==> config.mk <==
export PLATFORM = sky130hd
export DESIGN_NAME = evt_rate_sched
export DESIGN_NICKNAME = d
export VERILOG_FILES = /design/src/rtl/evt_rate_pkg.sv /design/src/rtl/sat_evt_counter.sv /design/src/rtl/evt_rate_sched.sv
export SDC_FILE = /design/constraint.sdc
export NUM_CORES = 1
export LEC_CHECK = 0
export BUFFER_PORTS_ARGS = -buffer_cell sky130_fd_sc_hd__buf_2
export CORE_MARGIN = 1.5
export CORE_UTILIZATION = 37
export CTS_CLUSTER_DIAMETER = 100
export DETAILED_ROUTE_END_ITERATION = 16
export SLEW_MARGIN = 25
export SYNTH_ARGS = -nofsm -noshare
export SYNTH_HDL_FRONTEND = slang
export SYNTH_SLANG_ARGS = --single-unit
==> constraint.sdc <==
create_clock -name clk_in -period 7.18 [get_ports clk_in]
set_clock_uncertainty 0.15 [all_clocks]
set_input_delay 1.077 -clock clk_in [delete_from_list [all_inputs] [get_ports clk_in]]
set_output_delay 1.077 -clock clk_in [all_outputs]
set_load 0.01 [all_outputs]
==> src/rtl/evt_rate_pkg.sv <==
// Shared types and defaults for the round-robin event rate scheduler.
package evt_rate_pkg;
  typedef enum logic [1:0] {IDLE, CLEAR, COUNT, HOLD} sched_state_t;
  localparam int CNT_W_DEF = 16;
endpackage

==> src/rtl/sat_evt_counter.sv <==
// Saturating event counter with synchronous clear; sat_out is sticky once an event is dropped at max.
module sat_evt_counter
  import evt_rate_pkg::*;
#(
  parameter int CNT_W = CNT_W_DEF
) (
  input  logic             clk_in,
  input  logic             rst_in,
  input  logic             clear_in,
  input  logic             en_in,
  input  logic             evt_in,
  output logic [CNT_W-1:0] count_out,
  output logic             sat_out
);
  localparam logic [CNT_W-1:0] MAX = '1;

  always_ff @(posedge clk_in or posedge rst_in) begin
    if (rst_in) begin
      count_out <= '0;
      sat_out   <= 1'b0;
    end else if (clear_in) begin
      count_out <= '0;
      sat_out   <= 1'b0;
    end else if (en_in && evt_in) begin
      if (count_out == MAX) sat_out <= 1'b1;
      else                  count_out <= count_out + 1'b1;
    end
  end
endmodule

==> src/rtl/evt_rate_sched.sv <==
// Time-shares one saturating counter across N_CH event inputs, one fixed window per channel,
// and hands each finished count out over a valid/ready port.
module evt_rate_sched
  import evt_rate_pkg::*;
#(
  parameter int N_CH          = 4,
  parameter int WINDOW_CYCLES = 100000,
  parameter int CNT_W         = CNT_W_DEF
) (
  input  logic                    clk_in,
  input  logic                    rst_in,
  input  logic                    enable_in,
  input  logic [N_CH-1:0]         evt_in,
  output logic [CNT_W-1:0]        result_out,
  output logic [$clog2(N_CH)-1:0] result_ch_out,
  output logic                    result_overflow_out,
  output logic                    result_valid_out,
  input  logic                    result_ready_in,
  output logic                    busy_out
);
  localparam int CH_W  = $clog2(N_CH);
  localparam int WIN_W = (WINDOW_CYCLES > 1) ? $clog2(WINDOW_CYCLES) : 1;
  localparam logic [CNT_W-1:0] MAX = '1;

  sched_state_t     state;
  logic [CH_W-1:0]  ch;
  logic [WIN_W-1:0] win;
  logic [CNT_W-1:0] cnt;
  logic             sat;
  logic             hit;
  logic [CNT_W-1:0] cnt_nxt;
  logic             ovf_nxt;

  assign hit = (state == COUNT) && evt_in[ch];

  sat_evt_counter #(.CNT_W(CNT_W)) u_cnt (
    .clk_in    (clk_in),
    .rst_in    (rst_in),
    .clear_in  (state == CLEAR),
    .en_in     (state == COUNT),
    .evt_in    (evt_in[ch]),
    .count_out (cnt),
    .sat_out   (sat)
  );

  // The last window cycle's event lands in the counter at the same edge the result is
  // captured, so the result takes the counter's next value rather than its current one.
  assign cnt_nxt = (hit && cnt != MAX) ? cnt + 1'b1 : cnt;
  assign ovf_nxt = sat | (hit && cnt == MAX);

  assign busy_out = (state != IDLE);

  always_ff @(posedge clk_in or posedge rst_in) begin
    if (rst_in) begin
      state               <= IDLE;
      ch                  <= '0;
      win                 <= '0;
      result_out          <= '0;
      result_ch_out       <= '0;
      result_overflow_out <= 1'b0;
      result_valid_out    <= 1'b0;
    end else begin
      case (state)
        IDLE: if (enable_in) state <= CLEAR;
        CLEAR: begin
          win <= WIN_W'(WINDOW_CYCLES - 1);
          state <= enable_in ? COUNT : IDLE;
        end
        COUNT: begin
          // Abort wins over window end: no result, pointer untouched.
          if (!enable_in) begin
            state <= IDLE;
          end else if (win == '0) begin
            result_out          <= cnt_nxt;
            result_overflow_out <= ovf_nxt;
            result_ch_out       <= ch;
            result_valid_out    <= 1'b1;
            state               <= HOLD;
          end else begin
            win <= win - 1'b1;
          end
        end
        HOLD: if (result_ready_in) begin
          result_valid_out <= 1'b0;
          ch    <= (ch == CH_W'(N_CH - 1)) ? '0 : ch + 1'b1;
          state <= enable_in ? CLEAR : IDLE;
        end
        default: state <= IDLE;
      endcase
    end
  end
endmodule

==> summary.md <==
| Metric | Value |
|---|---|
| Outcome | finished, final reports clean |
| Synthesized net count | ~300 |
| Drt drc | 0 |
| # diodes | 0 |
| Placement row count | 31 |
| Slew Viols, Final | 0 |
| CP Capture Type | register |
| First-pass GRT wire length | 9820 um |
| Slowest cell on the critical path | or4_1 |
| Number of gates resized after cts | 0 |
| Post-route ant nets | 0 |
| Setup ws final | between 4 and 5 ns |
| CTS buffer count | 9 |
| Crit start category | register |
| Clk pwr share | around two fifths |
| Critical Path AT | 3.13 ns |
| WHS Path Cells | 2 |
| Sequential Power Share | between 40% and 50% |
| RR Startpoint | win[0]$_DFFE_PP0P_ |
| Cell Chain, Critical Path | inv_1 -> ha_1 -> nor3b_1 -> and2_1 -> nand3_2 -> or4_1 -> nand3_1 |
| Wire length per cell | 13.5 um |
| Relative slew margins | between 50% and 60% |
| Syn_area_per_cell | slightly below 10 um^2 |
| CTS H-tree depth | 3 |
| Vias in the first global route | between 2000 and 2500 |
| Tmin final | ~3 ns |
| WL final | ~5600 um |
| Top_reg_cell synth | dfrtp_1 |
| Max cap viols | 0 |
| Hold EP | result_ch_out[1]$_DFFE_PP0P_ |
| RR Endpoint | result_out[11]$_DFFE_PP0P_ |
| Yosys warns | 0 |
| Worst slew pin tran | just over 0.7 ns |
| Antenna violations before repair | 0 |
| CTS sink count | slightly below 60 |
| Worst slack at placement | 4.15 ns |
| GRT Total Usage | around 15% |
| Sw Ratio | around 29% |
| PortBufs | 28 |
| Die area | ~0.0082 mm^2 |
| Vias | ~2100 |
| Nets | ~320 |
| Post-route clock period utilization | 41.9% |
| CTS tree | yes |
| Core area | 0.00733 mm^2 |
| CTS Hold Bufs | 0 |
| Pin count of the biggest net entering global routing | 59 |
| Leak | about 1.4 nW |
| Cell area after synthesis | around 0.0028 mm^2 |
| Synthesized instance count | between 200 and 300 |
| Crit-path max FO | 34 |
| Fillcell total | roughly 700 |
| Max Freq | approximately 330 MHz |
| Fin Setup TNS | 0 ns |
| Worst EP required | approximately 7.3 ns |
| Share of cells above drive strength 1 | between 10% and 20% |
| Post-synth EDFFs | 0 |
| CP max stage delay | 0.66 ns |
| Die X | just over 90 um |
| DR iter-0 viols | 50 |
| Clk_lat worst skew | roughly 0.34 ns |
| FF-to-FF setup slack | 4.17 ns |
| Via density | approximately 5.1 |
| FFs w/ async S/R, synth | 100% |
| Routability congestion estimate | slightly above 0.8 |
| Area delta synth->final | 14.4% |
| Register area share after synthesis | 51.2% |
| Synth cell types | 52 |
| Worst R2R Path Depth | 7 |
| Comb power frac | 16.1% |
| Min-Delay Startpoint | result_ch_out[1]$_DFFE_PP0P_ |
| Boundary Pins | 29 |
| Switching power | around 240 uW |
| VDD IR-drop max | approximately 100 uV |
| P_int | 579 uW |
| Overflow after GRT | 0 |
| Power Dens Cells | about 250 mW/mm^2 |
| Unrepaired setup endpoints after global routing | false |
| Post-Route Utilization | 44.2% |
| Hold Path Class | register to register |
| Root buf cell | clkbuf_8 |
| Placed wire-length estimate | between 3000 and 4000 um |
| Type of the worst setup path | register to register |
| # Post-CTS Setup Buffers | 0 |
| Clk slew on worst S/H paths | ~0.07 ns |
| Final Setup Violations | 0 |
| Iteration count of the initial detailed-routing pass | 4 |
| Die height | just over 90 um |
| Initial Util | about two fifths |
| Clock Path Buffers | 2 |
| Yosys reg bits | between 50 and 60 |
| Final Hold Vio Count | 0 |
## cells in the final DEF (no fill, tap or decap), types with 6 or more instances in the layout
| master | netlist | layout |
|---|---|---|
| a211oi_1 | 7 | 7 |
| dfrtp_1 | 58 | 58 |
| xnor2_1 | 12 | 12 |
| nand2_1 | 36 | 36 |
| nor2_1 | 27 | 27 |
| nand3_1 | 11 | 11 |
| or3_1 | 7 | 7 |
| a21oi_1 | 9 | 9 |
| buf_2 | 3 | 28 |
| mux2i_1 | 7 | 7 |
| o21ai_0 | 19 | 19 |
| clkbuf_8 | 0 | 12 |
| nor3_1 | 6 | 6 |
## per-layer routing
layer  global-route usage, %  up-vias  routed length [um]
li1                        -     1075                   -
met1                    20.8      994                2900
met2                    21.7       52                2300
met3                    4.04       12                 264
met4                    8.33        0                 138
met5                       0        -                   0
## synth_stat cells (all sizes together) (5+ instances only)
library cell | number | area, um^2
buf | 6 | 41.3
o21ai | 19 | 95.1
dfrtp | 58 | 1450
nor4 | 6 | 43.8
nor2 | 27 | 101
nand4 | 5 | 31.3
or3 | 7 | 43.8
a21oi | 10 | 53.8
nand3 | 12 | 65.1
a31oi | 5 | 31.3
inv | 5 | 18.8
mux2i | 7 | 70.1
a211oi | 7 | 52.6
xnor2 | 12 | 105
o211ai | 5 | 42.5
nor3 | 7 | 46.3
clkbuf | 7 | 27.5
nand2 | 36 | 135
## power groups by stage
| stage | Clock (mW) | Combinational, mW | Sequential [mW] |
|---|---|---|---|
| after CTS | 0.321 | 0.133 | 0.372 |
| after floorplan | 0 | 0.112 | 0.366 |
| after detailed placement | 0 | 0.132 | 0.377 |
| final | 0.312 | 0.131 | 0.372 |
| after global placement | 0 | 0.130 | 0.377 |
| after global routing | 0.334 | 0.147 | 0.376 |
## stage by stage
| stage | power [mW] | instances | hold slack, ns | instance area [um^2] |
|---|---|---|---|---|
| after floorplan | 0.479 | 285 | 0.296 | 2830 |
| after detailed placement | 0.510 | 400 | 0.312 | 3040 |
| final | 0.815 | 415 | 0.323 | 3240 |
| after global placement | 0.506 | 400 | 0.308 | 3040 |
| after CTS | 0.825 | 415 | 0.329 | 3240 |
| after global routing | 0.857 | 415 | 0.346 | 3240 |
## worst max-delay path by stage
stage	startpoint	endpoint	slack, ns	cells past startpoint
3_5_place_dp	win[0]$_DFFE_PP0P_	result_out[11]$_DFFE_PP0P_	4.15	7
2_1_floorplan	rst_in	ch[0]$_DFFE_PP0P_	4.53	1
3_3_place_gp	win[0]$_DFFE_PP0P_	result_out[11]$_DFFE_PP0P_	4.26	7
5_1_grt	win[0]$_DFFE_PP0P_	result_out[9]$_DFFE_PP0P_	3.89	7
6_report	win[0]$_DFFE_PP0P_	result_out[11]$_DFFE_PP0P_	4.17	7
4_1_cts	win[0]$_DFFE_PP0P_	result_out[11]$_DFFE_PP0P_	4.15	7
## logic make-up after synthesis
| logic type | Yosys count | share of synthesized area (%) |
|---|---|---|
| and+or+nand+nor | 124 | 22.7 |
| AOI/OAI and AO/OA | 58 | 13.7 |
| DFF | 58 | 51.2 |
| buffers and inverters | 18 | 3.09 |
| xor gates and xnor gates | 15 | 4.64 |
| muxes | 9 | 3.27 |
| adders and majority gates | 3 | 1.33 |
## state kept, by name, summed over array words and instances (netlist names)
| register | flops |
|---|---|
| win | 17 |
| result_out | 16 |
| u_cnt.count_out | 16 |
| ch | 2 |
| result_ch_out | 2 |
| state | 2 |
| result_overflow_out | 1 |
| result_valid_out | 1 |
| u_cnt.sat_out | 1 |
## final cells by class
type	count	area, um^2	share of cell area [%]
timing repair buffer	29	148	4.56
multi-input combinational	209	1290	40.0
sequential	58	1450	44.8
clock inverter	2	35.0	1.08
inverter	5	18.8	0.579
clock buffer	13	169	5.21
tap	99	124	3.82
## critical path: cells and delay by family, from the launching register on
family / cells / cell delay (ns)
and+or+nand+nor: 5 / 2.13
buffers and inverters: 1 / 0.07
adders and majority gates: 1 / 0.18
DFF: 1 / 0.41
No activity file was read; power rests on OpenSTA's default activity.
